### src/rtl/rt_pkg.sv
// Shared definitions for the normal-stage arbiter and its result buffer.
//   VEC3_W        width of a packed 3x32 vector (normal, hit position)
//   src_e         requester identity carried with every result
//   fifo_entry_w  width of one result-buffer entry {normal, tag, src}
package rt_pkg;

  localparam int VEC3_W = 96;

  typedef enum logic {
    SRC_A = 1'b0,
    SRC_B = 1'b1
  } src_e;

  function automatic int fifo_entry_w(input int tag_w);
    return VEC3_W + tag_w + 1;
  endfunction

endpackage

### src/rtl/tag_result_fifo.sv
// Result buffer between the shared normal pipeline and the shading stage.
// Ports:
//   clk, rst_n            clock, asynchronous active-low reset
//   push, push_data       write one entry
//   pop                   consume the head entry (ignored when empty)
//   head                  head entry, zero while empty
//   not_empty             head is valid
//   count                 number of stored entries, 0..DEPTH
module tag_result_fifo
  import rt_pkg::*;
#(
  parameter int DEPTH = 4,
  parameter int W     = fifo_entry_w(16)
) (
  input  logic                       clk,
  input  logic                       rst_n,
  input  logic                       push,
  input  logic [W-1:0]               push_data,
  input  logic                       pop,
  output logic [W-1:0]               head,
  output logic                       not_empty,
  output logic [$clog2(DEPTH+1)-1:0] count
);

  localparam int AW = (DEPTH > 1) ? $clog2(DEPTH) : 1;
  localparam int CW = $clog2(DEPTH + 1);

  logic [W-1:0]  mem [DEPTH];
  logic [AW-1:0] rd_ptr;
  logic [AW-1:0] wr_ptr;
  logic          do_push;
  logic          do_pop;

  assign not_empty = (count != '0);
  assign do_pop    = pop && not_empty;
  // At full a push is only taken together with a pop; the slot being
  // written is the one the pop is releasing in the same cycle.
  assign do_push   = push && ((count != CW'(DEPTH)) || do_pop);

  // DEPTH is a power of two, so natural pointer overflow is the wrap.
  always_ff @(posedge clk or negedge rst_n) begin
    if (!rst_n) begin
      rd_ptr <= '0;
      wr_ptr <= '0;
      count  <= '0;
    end else begin
      if (do_push) wr_ptr <= wr_ptr + AW'(1);
      if (do_pop)  rd_ptr <= rd_ptr + AW'(1);
      if (do_push && !do_pop)      count <= count + CW'(1);
      else if (do_pop && !do_push) count <= count - CW'(1);
    end
  end

  always_ff @(posedge clk) begin
    if (do_push) mem[wr_ptr] <= push_data;
  end

  assign head = not_empty ? mem[rd_ptr] : '0;

endmodule

### src/rtl/normal_stage_arbiter.sv
// Arbitrates plane-hit (A) and sphere-hit (B) requests onto one shared
// fixed-latency normal pipeline, tracks each request's {src, tag} alongside
// the pipeline, and buffers results for the shading stage.
// Ports:
//   clk, rst_n                         clock, asynchronous active-low reset
//   a_valid/a_ready, a_normal,
//   a_hit_pos, a_tag                   requester A (plane hits)
//   b_valid/b_ready, b_normal,
//   b_hit_pos, b_tag                   requester B (sphere hits)
//   pipe_normal, pipe_hit_pos,
//   pipe_new_data                      issue to the shared pipeline
//   pipe_result, pipe_valid            pipeline return
//   out_valid/out_ready, out_normal,
//   out_tag, out_src                   result stream to shading
//   err_orphan                         sticky: pipeline returned a result
//                                      nobody was waiting for
module normal_stage_arbiter
  import rt_pkg::*;
#(
  parameter int PIPE_LAT   = 1,
  parameter int FIFO_DEPTH = 4,
  parameter int TAG_W      = 16
) (
  input  logic              clk,
  input  logic              rst_n,

  input  logic              a_valid,
  output logic              a_ready,
  input  logic [VEC3_W-1:0] a_normal,
  input  logic [VEC3_W-1:0] a_hit_pos,
  input  logic [TAG_W-1:0]  a_tag,

  input  logic              b_valid,
  output logic              b_ready,
  input  logic [VEC3_W-1:0] b_normal,
  input  logic [VEC3_W-1:0] b_hit_pos,
  input  logic [TAG_W-1:0]  b_tag,

  output logic [VEC3_W-1:0] pipe_normal,
  output logic [VEC3_W-1:0] pipe_hit_pos,
  output logic              pipe_new_data,
  input  logic [VEC3_W-1:0] pipe_result,
  input  logic              pipe_valid,

  output logic              out_valid,
  input  logic              out_ready,
  output logic [VEC3_W-1:0] out_normal,
  output logic [TAG_W-1:0]  out_tag,
  output logic              out_src,

  output logic              err_orphan
);

  localparam int ENTRY_W = fifo_entry_w(TAG_W);
  localparam int CNT_W   = $clog2(FIFO_DEPTH + 1);
  localparam int INF_W   = $clog2(PIPE_LAT + 2);
  localparam int SUM_W   = ((CNT_W > INF_W) ? CNT_W : INF_W) + 1;

  // Reset: assert asynchronously, release synchronously.
  logic [1:0] rst_sync;
  logic       rst_int_n;

  always_ff @(posedge clk or negedge rst_n) begin
    if (!rst_n) rst_sync <= 2'b00;
    else        rst_sync <= {rst_sync[0], 1'b1};
  end

  assign rst_int_n = rst_sync[1];

  // Arbitration and credit
  src_e             last_grant;
  logic [CNT_W-1:0] fifo_count;
  logic [INF_W-1:0] inflight;
  logic             credit_ok;
  logic             grant_a;
  logic             grant_b;
  logic             a_fire;
  logic             b_fire;
  logic             accept;

  // inflight counts every accepted request whose result has not yet reached
  // the buffer, including the one sitting in the issue register.
  assign credit_ok = (SUM_W'(fifo_count) + SUM_W'(inflight)) < SUM_W'(FIFO_DEPTH);

  assign grant_a = a_valid && (!b_valid || (last_grant == SRC_B));
  assign grant_b = b_valid && (!a_valid || (last_grant == SRC_A));

  assign a_ready = rst_int_n && credit_ok && grant_a;
  assign b_ready = rst_int_n && credit_ok && grant_b;

  assign a_fire = a_valid && a_ready;
  assign b_fire = b_valid && b_ready;
  assign accept = a_fire || b_fire;

  always_ff @(posedge clk or negedge rst_int_n) begin
    if (!rst_int_n) begin
      pipe_new_data <= 1'b0;
      pipe_normal   <= '0;
      pipe_hit_pos  <= '0;
      last_grant    <= SRC_B;
    end else begin
      pipe_new_data <= accept;
      if (a_fire) begin
        pipe_normal  <= a_normal;
        pipe_hit_pos <= a_hit_pos;
        last_grant   <= SRC_A;
      end else if (b_fire) begin
        pipe_normal  <= b_normal;
        pipe_hit_pos <= b_hit_pos;
        last_grant   <= SRC_B;
      end
    end
  end

  // Tag pipe: stage 0 loads alongside the issue register, so the last stage
  // (index PIPE_LAT) lines up with the matching pipe_valid.
  logic             tp_valid [PIPE_LAT+1];
  src_e             tp_src   [PIPE_LAT+1];
  logic [TAG_W-1:0] tp_tag   [PIPE_LAT+1];

  always_ff @(posedge clk or negedge rst_int_n) begin
    if (!rst_int_n) begin
      for (int i = 0; i <= PIPE_LAT; i++) begin
        tp_valid[i] <= 1'b0;
        tp_src[i]   <= SRC_A;
        tp_tag[i]   <= '0;
      end
    end else begin
      tp_valid[0] <= accept;
      tp_src[0]   <= b_fire ? SRC_B : SRC_A;
      tp_tag[0]   <= b_fire ? b_tag : a_tag;
      for (int i = 1; i <= PIPE_LAT; i++) begin
        tp_valid[i] <= tp_valid[i-1];
        tp_src[i]   <= tp_src[i-1];
        tp_tag[i]   <= tp_tag[i-1];
      end
    end
  end

  // An entry leaves the tag pipe every cycle its last stage is valid,
  // whether or not the pipeline answered.
  always_ff @(posedge clk or negedge rst_int_n) begin
    if (!rst_int_n) inflight <= '0;
    else            inflight <= inflight + INF_W'(accept) - INF_W'(tp_valid[PIPE_LAT]);
  end

  logic res_push;
  logic orphan;

  assign res_push = pipe_valid && tp_valid[PIPE_LAT];
  assign orphan   = pipe_valid && !tp_valid[PIPE_LAT];

  always_ff @(posedge clk or negedge rst_int_n) begin
    if (!rst_int_n)  err_orphan <= 1'b0;
    else if (orphan) err_orphan <= 1'b1;
  end

  // Result buffer
  logic [ENTRY_W-1:0] push_entry;
  logic [ENTRY_W-1:0] head_entry;

  assign push_entry = {pipe_result, tp_tag[PIPE_LAT], tp_src[PIPE_LAT]};

  tag_result_fifo #(
    .DEPTH (FIFO_DEPTH),
    .W     (ENTRY_W)
  ) u_fifo (
    .clk       (clk),
    .rst_n     (rst_int_n),
    .push      (res_push),
    .push_data (push_entry),
    .pop       (out_ready),
    .head      (head_entry),
    .not_empty (out_valid),
    .count     (fifo_count)
  );

  assign out_normal = head_entry[ENTRY_W-1 -: VEC3_W];
  assign out_tag    = head_entry[TAG_W:1];
  assign out_src    = head_entry[0];

endmodule

### config.mk
export PLATFORM = sky130hd
export DESIGN_NAME = normal_stage_arbiter
export DESIGN_NICKNAME = d
export VERILOG_FILES = /design/src/rtl/rt_pkg.sv /design/src/rtl/tag_result_fifo.sv /design/src/rtl/normal_stage_arbiter.sv
export SDC_FILE = /design/constraint.sdc
export NUM_CORES = 1
export LEC_CHECK = 0
export CELL_PAD_IN_SITES_DETAIL_PLACEMENT = 0
export CELL_PAD_IN_SITES_GLOBAL_PLACEMENT = 2
export CORE_AREA = 2 2 325 327
export DETAILED_ROUTE_END_ITERATION = 12
export DIE_AREA = 0 0 327 329
export PLACE_DENSITY = 0.8
export SYNTH_ARGS = -nofsm -noshare
export SYNTH_HDL_FRONTEND = slang
export SYNTH_HIERARCHICAL = 1
export SYNTH_SLANG_ARGS = --single-unit
### constraint.sdc
create_clock -name clk -period 9.3 [get_ports clk]
set_input_delay 2.79 -clock clk [delete_from_list [all_inputs] [get_ports clk]]
set_output_delay 2.79 -clock clk [all_outputs]
set_load 0.05 [all_outputs]
After elaboration in Yosys (flattened, before gate mapping)
Memory sizes are Yosys's and may differ from the RTL's.
Cells that the tools add are included.
Operators by class
  $add $sub $neg: 7
  magnitude comparators: 1
  equal/unequal tests: 1
  mux-type cells: 13
  bitwise operators: 1
  reductions and logical operators: 25
Operators by type and width (count)
  two-way mux 96 bit: 4
  two-way mux 113 bit: 1
  two-way mux 16 bit: 1
  logical AND 1 bit: 13
  two-way mux 3 bit: 2
  logical NOT 1 bit: 5
  two-way mux 1 bit: 5
  adder 2 x 1 -> 2 bit (second input constant): 2
  adder 3 x 2 -> 4 bit: 1
  logical OR 1 bit: 4
  < comparator 4 x 3 -> 1 bit (second input constant): 1
  nonzero test 2 bit: 2
  adder 3 x 1 -> 3 bit (second input constant): 1
  inequality test 3 bit (second input constant): 1
  nonzero test 3 bit: 1
  subtractor 3 x 1 -> 3 bit (second input constant): 1
  adder 2 x 1 -> 2 bit: 1
  subtractor 2 x 1 -> 2 bit: 1
  inverter 1 bit: 1
Storage, ports and cells
  register bits after elaboration: 241
  RAM bits: 452
  input bits: 518
  output and inout port bits: 310
  word-level logic and storage cells: 64
  memories kept: 1
Memory list
  u_fifo.mem: words 4, width 113, read ports 1, clocked after Yosys merged registers in 0, write ports 1, RTL line tag_result_fifo.sv:28  | logic [W-1:0] mem [DEPTH];

Longest topological paths before layout
  depth after elaboration: 8
  depth in mapped cells: 10
  depth with buffers taken out: 9

Cells and area by module
Netlist, hierarchy kept.
Modules (own cells, without submodules)
  tag_result_fifo: times used 1, cells an instance 751, area each 17444.2 um^2, seq. area each 13748.2 um^2
  normal_stage_arbiter: times used 1, cells an instance 770, area each 10080.9 um^2, seq. area each 5856.9 um^2

Least setup slack after synthesis
No wires, ideal clock.
  kind: register to output
  start: register rst_sync[1]
  end: output port a_ready
  arrival time: 7.135 ns
  data required time: 6.510 ns
  setup slack: -0.625 ns
  cell stages (with the launch flop): 4
  buffers on the path: 0
  cells stage by stage: dfrtp_1 -> nor3b_1 -> nand2_1 -> nor3_1
Between the ends
  cells in the longest elaborated chain, start to end: 2
RTL lines
  start: declaration: RTL line normal_stage_arbiter.sv:60  | logic [1:0] rst_sync;
  start signal: assignment: RTL line normal_stage_arbiter.sv:65  | else rst_sync <= {rst_sync[0], 1'b1};
  logical AND 1 bit (2 in a row): RTL line normal_stage_arbiter.sv:88  | assign a_ready = rst_int_n && credit_ok && grant_a;
  end: declaration: RTL line normal_stage_arbiter.sv:28  | output logic a_ready,
No other way between the ends.

Worst setup path in the final report
  start: input port a_valid
  end: output port b_ready
Between the ends
  cells in the longest elaborated chain, start to end: 4
RTL lines
  start: declaration: RTL line normal_stage_arbiter.sv:27  | input logic a_valid,
  logical NOT 1 bit: RTL line normal_stage_arbiter.sv:86  | assign grant_b = b_valid && (!a_valid || (last_grant == SRC_A));
  logical OR 1 bit: RTL line normal_stage_arbiter.sv:86
  logical AND 1 bit: RTL line normal_stage_arbiter.sv:86
  logical AND 1 bit: RTL line normal_stage_arbiter.sv:89  | assign b_ready = rst_int_n && credit_ok && grant_b;
  end: declaration: RTL line normal_stage_arbiter.sv:34  | output logic b_ready,
No other way between the ends.

==> impl_results.md <==
- Final setup viols: 0
- VDD IR max: about 0.00026 V
- Worst skew pair latency: between 0.6 and 0.7 ns
- Maximum clock rate: 0.126 GHz
- Drc violations: 0
- Max-cap violations: 0
- Area grow syn2layout: 44.2%
- Final clock skew: 0.0288 ns
- Routability Congestion: about 0.93
- Most common cell after layout, fill and taps aside: clkdlybuf4s50_1
- Max incr delay on CP: approximately 0.80 ns
- Final Util: a little under two fifths
- Yosys warns: 6
- Synth cell types: 33
- Worst r2r path cells: 7
- Total CTS buffers: between 70 and 80
- Final Max Tran Viols: 0
- Final antenna-violating net count: 0
- Buffers added on ports: a little over 800
- Fillers: slightly below 10000
- Full die area: between 100000 and 150000 µm²
- Gr ovfl total: 0
- TritonCTS clock tree: yes
- Wire length per cell: between 20 and 30 µm
- Crit path DAT: between 5 and 6 ns
- H-tree levels: 3
- Iteration-0 DRC Markers: roughly 1200
- Core ar.: ~100000 µm²
- DR pass1 iterations: 5
- Syn Nets: roughly 2000
- Largest net degree at the start of global routing: 194
- Reg2reg setup slack: just over 6 ns
- Setup TNS: 0 ns
- CP cell instances: clkdlybuf4s50_1 > a21bo_4 > or3_1 > buf_4 > inv_1 > clkdlybuf4s50_1
- Cell repeated most along the worst path: clkdlybuf4s50_1
- CTS root buffer: clkbuf_16
- Clock sinks: between 600 and 700
- Vias in the first global route: just under 20000
- Status: completed
- Finished Layout Cells: about 3800
- Syn avg cell area: approximately 18 µm²
- Rows: around 120
- R2R Path End: u_fifo/count[1]$_DFFE_PN0P_
- Kind of critical path: input port to output port
- Area leader, netlist: edfxtp_1
- CP Max Fanout: 18
- Hpwl dp: ~66 mm
- Post-CTS Setup Inserts: 0
- Hold Path Class: register to asynchronous set/reset pin
- PD cells: between 300 and 400 nW/µm²
- Dpl ws: ~1.3 ns
- Ports: 828
- Synthesized flop and latch total: 693
- Worst slew margin: 4.20%
- Dpl cells: around 3600
- Seq. cell area: roughly 20000 µm²
- Register area share after synthesis: about 70%
- Vias after detailed routing: roughly 18000
- Vias/cell: between 4 and 5
- Fin nets: 2830
- Startpoint types: input port
- Post_cts resized: 0
- Max Buffers Root-to-Sink: 3
- Fin crit share: ~85%
- Die Y: between 300 and 400 µm
- Mapped Cells: 1521
- Clock-pin slew on the worst setup and hold paths: about 0.06 ns
- CP max-delay cell: clkdlybuf4s50_1
- RSZ-0062 raised after global routing: false
- Leakage power: about 13 nW
- Final Hold Fails: 0
- Area contributors post-synth: edfxtp_1 49%, dfrtp_1 22%, mux4_2 9.2%
- Worst Max-Slew Pin Slew: around 1.4 ns
- Routed wire length: between 90 and 100 mm
- Critical Path Sink Type: output port
- Hold buffer count at cts: 0
- Share of cells above drive strength 1: a little under an eighth
- Post-synth top area share: around half
- Worst path required time: about 6.5 ns
- Antenna violations before repair: 4
- DIE WIDTH: 327 µm
- Global-route wire length before repair: approximately 130 mm
- Worst setup slack after layout: between 1 and 1.5 ns
- Area occupied by multi-input gates: between 7000 and 8000 µm²
- Most frequent cells in the layout: 827 x clkdlybuf4s50_1, 452 x edfxtp_1, 237 x dfrtp_1
- R2R Path Start: u_fifo/count[0]$_DFFE_PN0P_
- Clock period minus worst slack: around 7.9 ns
- GRT Util Overall: approximately 17%
- Initial Util: a little over a quarter
- Mapped Area: between 20000 and 30000 µm²
## synth_stat cells
cell type	count
edfxtp_1	452
mux2_4	8
ha_1	8
buf_2	49
dfstp_2	1
or3b_4	1
o41a_1	1
nor3_1	1
mux2_2	10
o32ai_1	192
buf_6	9
mux4_2	113
a31oi_1	2
a2bb2oi_1	192
xor2_1	1
nor2b_1	1
dfrtp_1	240
conb_1	1
nor3b_1	1
fa_1	1
nor3_2	1
and2_1	118
clkbuf_1	88
nand3_1	2
xnor2_1	7
or3_1	2
and3_1	1
inv_1	10
a21bo_2	1
nor2_1	3
nand2_1	2
buf_1	1
a21o_1	1
## worst max-delay path, delay by kind of cell
family                 cells  cell delay [ns]
AND/OR/NAND/NOR            1             0.32
buffers and inverters      4             1.73
AO/OA/AOI/OAI              1             0.28
## state kept, by name, summed over array words and instances, names as in the netlist
name	flops
last_grant	1
err_orphan	1
tp_valid	2
tp_src	1
pipe_hit_pos	96
rst_sync	2
pipe_normal	96
inflight	2
push_entry	17
u_fifo/mem	452
u_fifo/count	3
u_fifo/rd_ptr	2
tp_tag	16
u_fifo/wr_ptr	2
## kinds of logic (layout without fill, tap and decap cells)
group	after synthesis	count (layout)	share of synthesized area (%)
buf+inv	157	999	2.61
fa+ha+maj	9	9	0.436
simple gates	133	133	3.00
mux	131	131	10.1
flops	693	693	71.2
compound gates	389	389	12.4
xor+xnor	8	8	0.255
other cells	1	3	0.0136
## how the worst max path moves through the flow
| stage | to | start | slack, ns |
|---|---|---|---|
| 2_1_floorplan | a_ready | rst_sync[1]$_DFF_PN0_ | 1.84 |
| 3_3_place_gp | b_ready | a_valid | 1.28 |
| 3_5_place_dp | b_ready | a_valid | 1.33 |
| 4_1_cts | b_ready | a_valid | 1.32 |
| 5_1_grt | b_ready | a_valid | 1.28 |
| 6_report | b_ready | a_valid | 1.36 |
## stage by stage
stage | hold WS [ns] | total power [mW] | area (µm²)
2_1_floorplan | 0.331 | 8.58 | 27500
3_3_place_gp | 0.332 | 11.1 | 37100
3_5_place_dp | 0.336 | 11.1 | 37100
4_1_cts | 0.341 | 14.2 | 39700
5_1_grt | 0.355 | 14.6 | 39700
6_report | 0.336 | 14.1 | 39700
## layer usage
layer  vias up  part of all wire, %  global-route usage [%]
li1       7882                    -                       -
met1      9469                   39                    20.7
met2       762                   48                    27.7
met3       145                  8.5                    5.16
met4         2                  4.2                    7.45
met5         -                0.014                       0
## power breakdown
part           internal (mW)  switching [mW]  total [mW]
Combinational           2.49            4.30        6.79
Clock                   1.77            1.27        3.04
Sequential              3.84           0.392        4.23
## layout make-up
type                       instances  share of cell area [%]
timing repair buffer             850                    21.4
multi-input combinational        671                    18.3
clock inverter                    39                    1.20
tap                             1391                    4.39
antenna                            2                  0.0126
clock buffer                     100                    5.18
inverter                          10                   0.107
sequential                       693                    49.4
Note: power is estimated with default switching activity, not from simulation.
